[src/rtl/floating_point_fma_issue.sv]
// rtl/floating_point_fma_issue.sv - registered issue/retire stage around the combinational FMA datapath
// Stage-1 operand registers feed the datapath; results land in a 2-entry in-order FIFO with sticky flag accumulation.
module floating_point_fma_issue #(
  parameter int exp_width  = 8,
  parameter int frac_width = 23,
  parameter int tag_width  = 4
) (
  input  logic                          clk,
  input  logic                          reset,
  input  logic                          in_valid,
  output logic                          in_ready,
  input  logic [exp_width+frac_width:0] in_op1,
  input  logic [exp_width+frac_width:0] in_op2,
  input  logic [exp_width+frac_width:0] in_op_sum,
  input  logic [1:0]                    in_round_mode,
  input  logic                          in_use_dyn,
  input  logic [tag_width-1:0]          in_tag,
  input  logic [1:0]                    csr_round_mode,
  output logic [exp_width+frac_width:0] fma_op1,
  output logic [exp_width+frac_width:0] fma_op2,
  output logic [exp_width+frac_width:0] fma_op_sum,
  output logic [1:0]                    fma_round_mode,
  input  logic [exp_width+frac_width:0] fma_result,
  input  logic [4:0]                    fma_exception,
  output logic                          out_valid,
  input  logic                          out_ready,
  output logic [exp_width+frac_width:0] out_result,
  output logic [4:0]                    out_exception,
  output logic [tag_width-1:0]          out_tag,
  input  logic                          flush,
  input  logic                          flags_clear,
  output logic [4:0]                    flags
);

  localparam int W  = exp_width + frac_width + 1;
  localparam int EW = W + 5 + tag_width;

  logic                 s1_valid_q, s1_valid_d;
  logic [W-1:0]         op1_q, op1_d;
  logic [W-1:0]         op2_q, op2_d;
  logic [W-1:0]         sum_q, sum_d;
  logic [1:0]           rm_q, rm_d;
  logic [tag_width-1:0] tag_q, tag_d;

  logic [EW-1:0]        mem_q [2];
  logic                 wr_ptr_q, wr_ptr_d;
  logic                 rd_ptr_q, rd_ptr_d;
  logic [1:0]           count_q, count_d;
  logic [4:0]           flags_q, flags_d;

  logic [1:0]           occupancy;
  logic                 in_fire;
  logic                 out_fire;
  logic                 push;
  logic [EW-1:0]        head;

  // Stage 1 always drains into the FIFO; the in_ready gate guarantees room.
  assign push      = s1_valid_q;
  assign head      = mem_q[rd_ptr_q];
  assign out_valid = (count_q != 2'd0);
  assign out_fire  = out_valid & out_ready;
  assign occupancy = {1'b0, s1_valid_q} + count_q;
  assign in_ready  = ~flush & ((occupancy < 2'd2) | out_fire);
  assign in_fire   = in_valid & in_ready;

  assign {out_result, out_exception, out_tag} = out_valid ? head : '0;

  assign fma_op1        = op1_q;
  assign fma_op2        = op2_q;
  assign fma_op_sum     = sum_q;
  assign fma_round_mode = rm_q;
  assign flags          = flags_q;

  always_comb begin
    s1_valid_d = in_fire;
    op1_d      = op1_q;
    op2_d      = op2_q;
    sum_d      = sum_q;
    rm_d       = rm_q;
    tag_d      = tag_q;
    if (in_fire) begin
      op1_d = in_op1;
      op2_d = in_op2;
      sum_d = in_op_sum;
      rm_d  = in_use_dyn ? csr_round_mode : in_round_mode;
      tag_d = in_tag;
    end

    wr_ptr_d = wr_ptr_q;
    rd_ptr_d = rd_ptr_q;
    count_d  = count_q;
    if (flush) begin
      wr_ptr_d = 1'b0;
      rd_ptr_d = 1'b0;
      count_d  = 2'd0;
    end else begin
      if (push)     wr_ptr_d = ~wr_ptr_q;
      if (out_fire) rd_ptr_d = ~rd_ptr_q;
      count_d = count_q + {1'b0, push} - {1'b0, out_fire};
    end

    // Clear first, then OR in the retiring entry; a flushed pop contributes nothing.
    flags_d = flags_q;
    if (flags_clear)         flags_d = '0;
    if (out_fire && !flush)  flags_d = flags_d | out_exception;
  end

  always_ff @(posedge clk) begin
    if (reset) begin
      s1_valid_q <= 1'b0;
      op1_q      <= '0;
      op2_q      <= '0;
      sum_q      <= '0;
      rm_q       <= '0;
      tag_q      <= '0;
      wr_ptr_q   <= 1'b0;
      rd_ptr_q   <= 1'b0;
      count_q    <= 2'd0;
      flags_q    <= '0;
    end else begin
      s1_valid_q <= s1_valid_d;
      op1_q      <= op1_d;
      op2_q      <= op2_d;
      sum_q      <= sum_d;
      rm_q       <= rm_d;
      tag_q      <= tag_d;
      wr_ptr_q   <= wr_ptr_d;
      rd_ptr_q   <= rd_ptr_d;
      count_q    <= count_d;
      flags_q    <= flags_d;
    end
  end

  // Storage needs no reset: outputs are masked whenever the FIFO is empty.
  always_ff @(posedge clk) begin
    if (push) mem_q[wr_ptr_q] <= {fma_result, fma_exception, tag_q};
  end

endmodule

[config.mk]
export PLATFORM = sky130hd
export DESIGN_NAME = floating_point_fma_issue
export DESIGN_NICKNAME = d
export VERILOG_FILES = /design/src/rtl/floating_point_fma_issue.sv
export SDC_FILE = /design/constraint.sdc
export NUM_CORES = 1
export LEC_CHECK = 0
export CAP_MARGIN = 20
export CORE_ASPECT_RATIO = 0.7
export CORE_MARGIN = 2
export CORE_UTILIZATION = 30
export CTS_CLUSTER_SIZE = 12
export DETAILED_ROUTE_END_ITERATION = 10
export MAX_ROUTING_LAYER = met4
export PLACE_DENSITY = 0.61
export SLEW_MARGIN = 0
export SYNTH_ARGS = -nofsm -noshare
export SYNTH_HDL_FRONTEND = slang
export SYNTH_SLANG_ARGS = --single-unit
export TNS_END_PERCENT = 20
[constraint.sdc]
create_clock -name clk -period 4.8 [get_ports clk]
set_clock_uncertainty 0.05 [all_clocks]
set_input_delay 0.48 -clock clk [delete_from_list [all_inputs] [get_ports clk]]
set_output_delay 0.48 -clock clk [all_outputs]
set_load 0.05 [all_outputs]
==> metrics.csv <==
metric;value;unit
status;finished clean;
drt-pass1-iter-count;5;
synth_area_leaders;edfxtp_1, dfxtp_1, mux2i_1, nand2b_1, buf_12;
grt_start_max_net_pins;143;
synth-seq-cells;195;
path_max_fanout;22;
synth_common_cells;nand2b_1, mux2i_1, dfxtp_1;
viasPerCell;4.20;
whs;0.400;ns
nNetsFinal;1094;
max_freq;310;MHz
whs_endpoint;fma_op1[7]$_SDFFE_PP0P_;
cts_tree;built;
async_flop_share;0;%
holdCritStartpoint;reset;
grtUsageTotal;14.2;%
synth_area_leader_cell;edfxtp_1;
clk_latency;0.43;ns
cp_slowest_cell;clkdlybuf4s50_1;
grt_pass1_wl;31000;microns
drt_iter0_drc;220;
hold_class;input pin to flop;
synth_top_flop_cell;dfxtp_1;
endpoint_kind;primary output;
synth.avg_cell_area;12.3;sq um
hpwlAfterDp;13900;microns
drv_slew;0;
synth_area;8250;sq um
hold_depth;3;
reg2regPathDepth;5;
yosysSeqAreaShare;57.3;%
vias;5553;
syn_inst;671;
period_minus_slack;3.22;ns
drt_wl_total;19800;microns
p_leak;0.00410;uW
fin_tns_setup;0;ns
synth_most_common_cell;nand2b_1;
hold_violations;0;
initial_core_util;30.7;%
syn2layout_area_growth;44.7;%
die_x;202;microns
setup_viol;0;
fp-row-count;50;
power.total;3790;uW
worst_r2r_endpoint;fma_op_sum[10]$_SDFFE_PP0P_;
ir_drop;0.206;mV
worstPathRequired;4.27;ns
grt_pass1_vias;5750;
clockBufferDepth;2;
tightestPinTransition;1.02;ns
die_area;28900;sq um
r2r_slack;2.60;ns
synth_cell_type_count;23;
core_area;26900;sq um
clk_pin_slew_worst_paths;0.08;ns
place.gp.congestion;0.741;
cp.arrival;2.69;ns
synth_top_area_share;29.9;%
ant_nets;0;
cts_buffers;17;
cts-resized-gates;0;
place_inst;1288;
path_cells;buf_4 -> mux2i_1 -> nor2_1 -> clkdlybuf4s50_1;
port_buffers;293;
antenna_found_initial;2;
synth_warnings;0;
postCtsSetupRepairBufs;0;
die_h;143;microns
remaining_drc_errors;0;
slowest_delay;0.82;ns
start_kind;flop;
cts.sinks;195;
holdBufCountCts;0;
ios;294;
relSlewSlack;32.1;%
cap_viol_max_count;0;
cts_root_buffer;clkbuf_16;
finalCoreUtilization;44.3;%
synth-edff-count;82;
drive_above_1_share;4.81;%
rsz0062_at_grt;false;
grt_overflow_total;0;
fin_crit_sh;67.2;%
crit_type;flop to primary output;
power_density;318;nW/um^2
fin_cells;1323;
rr_startpoint;count_q[0]$_SDFF_PP0_;
syn_nets;821;
cts-htree-levels;4;
wl_per_cell;14.9;microns
==> state kept, by name (all words and copies together) (netlist names), named ones only <==
name and flops:
wr_ptr_q 1, rd_ptr_q 1, flags 5, push 1, fma_op1 32, mem_q 82
fma_op_sum 32, count_q 2, tag_q 4, fma_round_mode 2, fma_op2 32
==> power breakdown <==
part,internal (uW),switching [uW]
Sequential,1780,28.3
Combinational,276,327
Clock,688,690
==> layer usage <==
layer  track usage, %  vias to the layer above  share of wire [%]
met4             4.49                        0                1.4
met2             20.5                      176                 43
met3             5.50                       14                8.0
met1             18.4                     2554                 48
met5                -                        -                  0
li1                 -                     2809                  -
==> placed cells by master (no fill, tap or decap), types with 2 or more instances in the layout <==
cell type and count:
edfxtp_1 82, diode_2 2, nor3_1 5, or4_1 5, mux2_2 2, xnor2_1 2
xor2_1 2, clkinv_4 4, a21oi_1 6, mux2i_1 143, inv_8 5, clkinvlp_4 2
nand2b_1 206, nor2_1 44, inv_1 3, inv_6 3, clkbuf_16 17, buf_4 6
clkdlybuf4s50_1 292, dfxtp_1 112, ha_1 2, nor2b_1 3
==> through the flow <==
step	cell area [sq um]	setup slack, ns
after detailed placement	11300	1.98
after global placement	11300	2.04
after global routing	11900	1.35
after floorplan	8250	2.08
final	11900	1.58
after CTS	11900	1.51
==> kinds of logic (layout without fill, tap and decap cells) <==
group                      Yosys count  after routing  synth area share [%]
AOI/OAI and AO/OA                   10             10                 0.789
xor gates and xnor gates             4              4                 0.425
adders and majority gates            2              2                 0.303
buffers and inverters               49            335                  4.75
DFF                                195            195                  57.3
muxes                              145            145                  17.6
other                                0              2                     0
and+or+nand+nor                    266            266                  18.8
==> how the worst max path moves through the flow <==
stage	from	to	slack, ns	cells after the start
after floorplan	push$_SDFF_PP0_	mem_q[0][0]$_DFFE_PP_	2.08	1
final	flop	out_result[30]	1.58	4
after CTS	flop	out_result[14]	1.51	4
after global routing	flop	out_result[14]	1.35	4
after detailed placement	out_ready	in_ready	1.98	4
after global placement	flop	out_result[27]	2.04	4
==> area by class of cell <==
type	instances	area (sq um)
tap	364	455
clock buffer	17	425
timing repair buffer	300	3020
sequential	195	4730
antenna	2	5.00
fill	2534	15000
multi-input combinational	427	3160
clock inverter	15	136
inverter	3	11.3
==> worst max-delay path, delay by kind of cell, from the launching register on <==
family / cells / cell delay (ns)
buffers and inverters: 2 / 1.27
multiplexers: 1 / 0.14
AND/OR/NAND/NOR: 1 / 0.11
flip-flops: 1 / 0.72
No activity file was read; power rests on OpenSTA's default activity.
==> RTL change (same flow settings) <==
Register the input `csr_round_mode` before use, cleared by the reset. The logic sees it one clock later. The other inputs are not delayed to match.
--- a/src/rtl/floating_point_fma_issue.sv
+++ b/src/rtl/floating_point_fma_issue.sv
@@ -34,6 +34,16 @@
 
   localparam int W  = exp_width + frac_width + 1;
   localparam int EW = W + 5 + tag_width;
+
+  logic [1:0] csr_round_mode_q;
+
+  always_ff @(posedge clk) begin
+    if (reset) begin
+      csr_round_mode_q <= '0;
+    end else begin
+      csr_round_mode_q <= csr_round_mode;
+    end
+  end
 
   logic                 s1_valid_q, s1_valid_d;
   logic [W-1:0]         op1_q, op1_d;
@@ -82,7 +92,7 @@
       op1_d = in_op1;
       op2_d = in_op2;
       sum_d = in_op_sum;
-      rm_d  = in_use_dyn ? csr_round_mode : in_round_mode;
+      rm_d  = in_use_dyn ? csr_round_mode_q : in_round_mode;
       tag_d = in_tag;
     end
 
Behaviour: not the same (Yosys sat finds a counterexample within 4 cycles, from zero or initial values and one cycle with reset high).
==> RTL change against the unedited design <==
- sequential cell count rose by 2
- register-to-register slack about the same
- power rose by 5.3%
- design area increased by 1.2%
- routed wire length rose by 2.7%
- setup slack lost 0.13 ns
- area after synthesis grew 0.64%
- count of clock-buffer cells in the layout grew 2
- non-clock buffer count is 1 higher
==> RTL change: results (changes against the unedited design) <==
status = complete, no violations
max reg flops = 82 (unchanged)
R2R cell count = 5 (unchanged)
Post-synth EDFFs = 82 (unchanged)
CP Max Fanout = 29 (+32%)
worst slew pin tran = 0.953 ns (-0.0634 ns)
Post-Syn Area per Cell = 12.3 sq um (about the same)
CTS Buf Count = 17 (unchanged)
Fill cells = 2493 (-1.6%)
LEAKAGE = 4.16 nW (+1.5%)
reg2reg setup slack = 2.61 ns (about the same)
RR Endpoint = fma_op1[12]
htree depth = 4 (unchanged)
Synth Area in XOR/XNOR = 0.422% (-0.0027 points)
syn_nets = 825 (+0.49%)
# nets final = 1099 (+0.46%)
most frequent cells after synthesis = 206 x nand2b_1, 143 x mux2i_1, 115 x dfxtp_1, 82 x edfxtp_1, 45 x nor2_1
compound-cell area share of the yosys netlist = 0.784% (-0.0050 points)
Routability Congestion = 0.726 (-2.1%)
# port buffers = 293 (unchanged)
critical path's top delay family = buffers and inverters
Top reg by flops = mem_q
worst r2r src = count_q[0]
Post-Synth Adder-Cell Area = 0.302% (-0.0019 points)
Clock Path Buffers = 2 (unchanged)
Arr. time, crit path = 2.83 ns (+0.14 ns)
WL final = 20.3 mm (+2.7%)
initial antenna violation count = 1 (-1)
Total GRT Usage = 14.4% (+0.19 points)
post-CTS sizing = 0 (unchanged)
ranking of synthesized cells by area = edfxtp_1 30%, dfxtp_1 28%, mux2i_1 17%
Hold Crit Start = tag_q[0]
Max stage delay on crit path = 0.92 ns (+0.10 ns)
vias in the first global route = 5664 (-1.5%)
Slowest-stage cell, CP = dfxtp_2
layout cells sized above 1 = 4.57% (-0.23 points)
largest net degree at the start of global routing = 126 (-12%)
First-pass DRT Iterations = 6 (+1)
DP Wirelength = 13.9 mm (-0.15%)
DRT iter0 DRCs = 261 (+19%)
sequential area share after synthesis = 57.4% (+0.12 points)
Hold Crit Depth = 0 (-3)
hold-critical path endpoint = mem_q[1][0]
Min Hold Slack = 0.406 ns (+0.00647 ns)
Hold WC Path Type = flop to flop
mux contribution to synthesized area = 17.5% (-0.11 points)
first-pass GRT wire length = 31.1 mm (+0.42%)
post-CTS setup buffers = 0 (unchanged)
worst-skew pair later-pin latency = 0.44 ns
Netlist cell types = 23 (unchanged)
drt via density = 4.22 (+0.43%)
maximum VDD drop = 0.221 mV (+7.1%)
fin cells = 1327 (+0.30%)
RTL change: changes by cell type after synthesis:
cell and delta:
dfxtp_1 +2, nor2b_1 +2
RTL change: how the worst max path moves through the flow:
stage	startpoint	cells past startpoint	slack, ns	end
after global routing	flop	4	1.24	out_tag[1]
after global placement	flop	4	1.88	out_tag[1]
after floorplan	push	1	2.08	mem_q[0][0]
final	flop	4	1.44	out_tag[2]
after detailed placement	flop	4	1.86	out_tag[2]
after CTS	flop	4	1.36	out_tag[2]
RTL change: area by class of cell:
cell class / instances / area share, %
flip-flops and latches: 197 / 39.5
multi-input cells: 429 / 26.3
repair buffers: 301 / 25.1
well taps: 364 / 3.77
clock buffers: 19 / 3.59
clock inverters: 13 / 1.69
inverters: 3 / 0.0933
diodes: 1 / 0.0207
RTL change: kinds of logic after synthesis:
kind of cell | Yosys count
flops | 197
xor+xnor | 4
mux | 145
simple gates | 268
buf+inv | 49
compound gates | 10
fa+ha+maj | 2
RTL change: power breakdown:
| group | switching, mW | internal (mW) |
|---|---|---|
| clock | 0.637 | 0.925 |
| combinational | 0.325 | 0.276 |
| sequential | 0.0294 | 1.80 |
RTL change: per-stage QoR:
stage | instance area (sq um) | setup WS [ns] | utilization (%)
finish | 12100 | 1.44 | 44.8
global route | 12100 | 1.24 | 44.8
CTS | 12000 | 1.36 | 44.6
detailed placement | 11400 | 1.86 | 42.2
global placement | 11400 | 1.88 | 42.2
floorplan | 8300 | 2.08 | -
RTL change: layer usage:
layer	global-route usage [%]	routed length (um)	vias up
met2	21.1	8870	162
met3	6.39	1580	12
met5	-	0	-
met4	3.73	210	0
li1	-	-	2819
met1	18.2	9640	2601
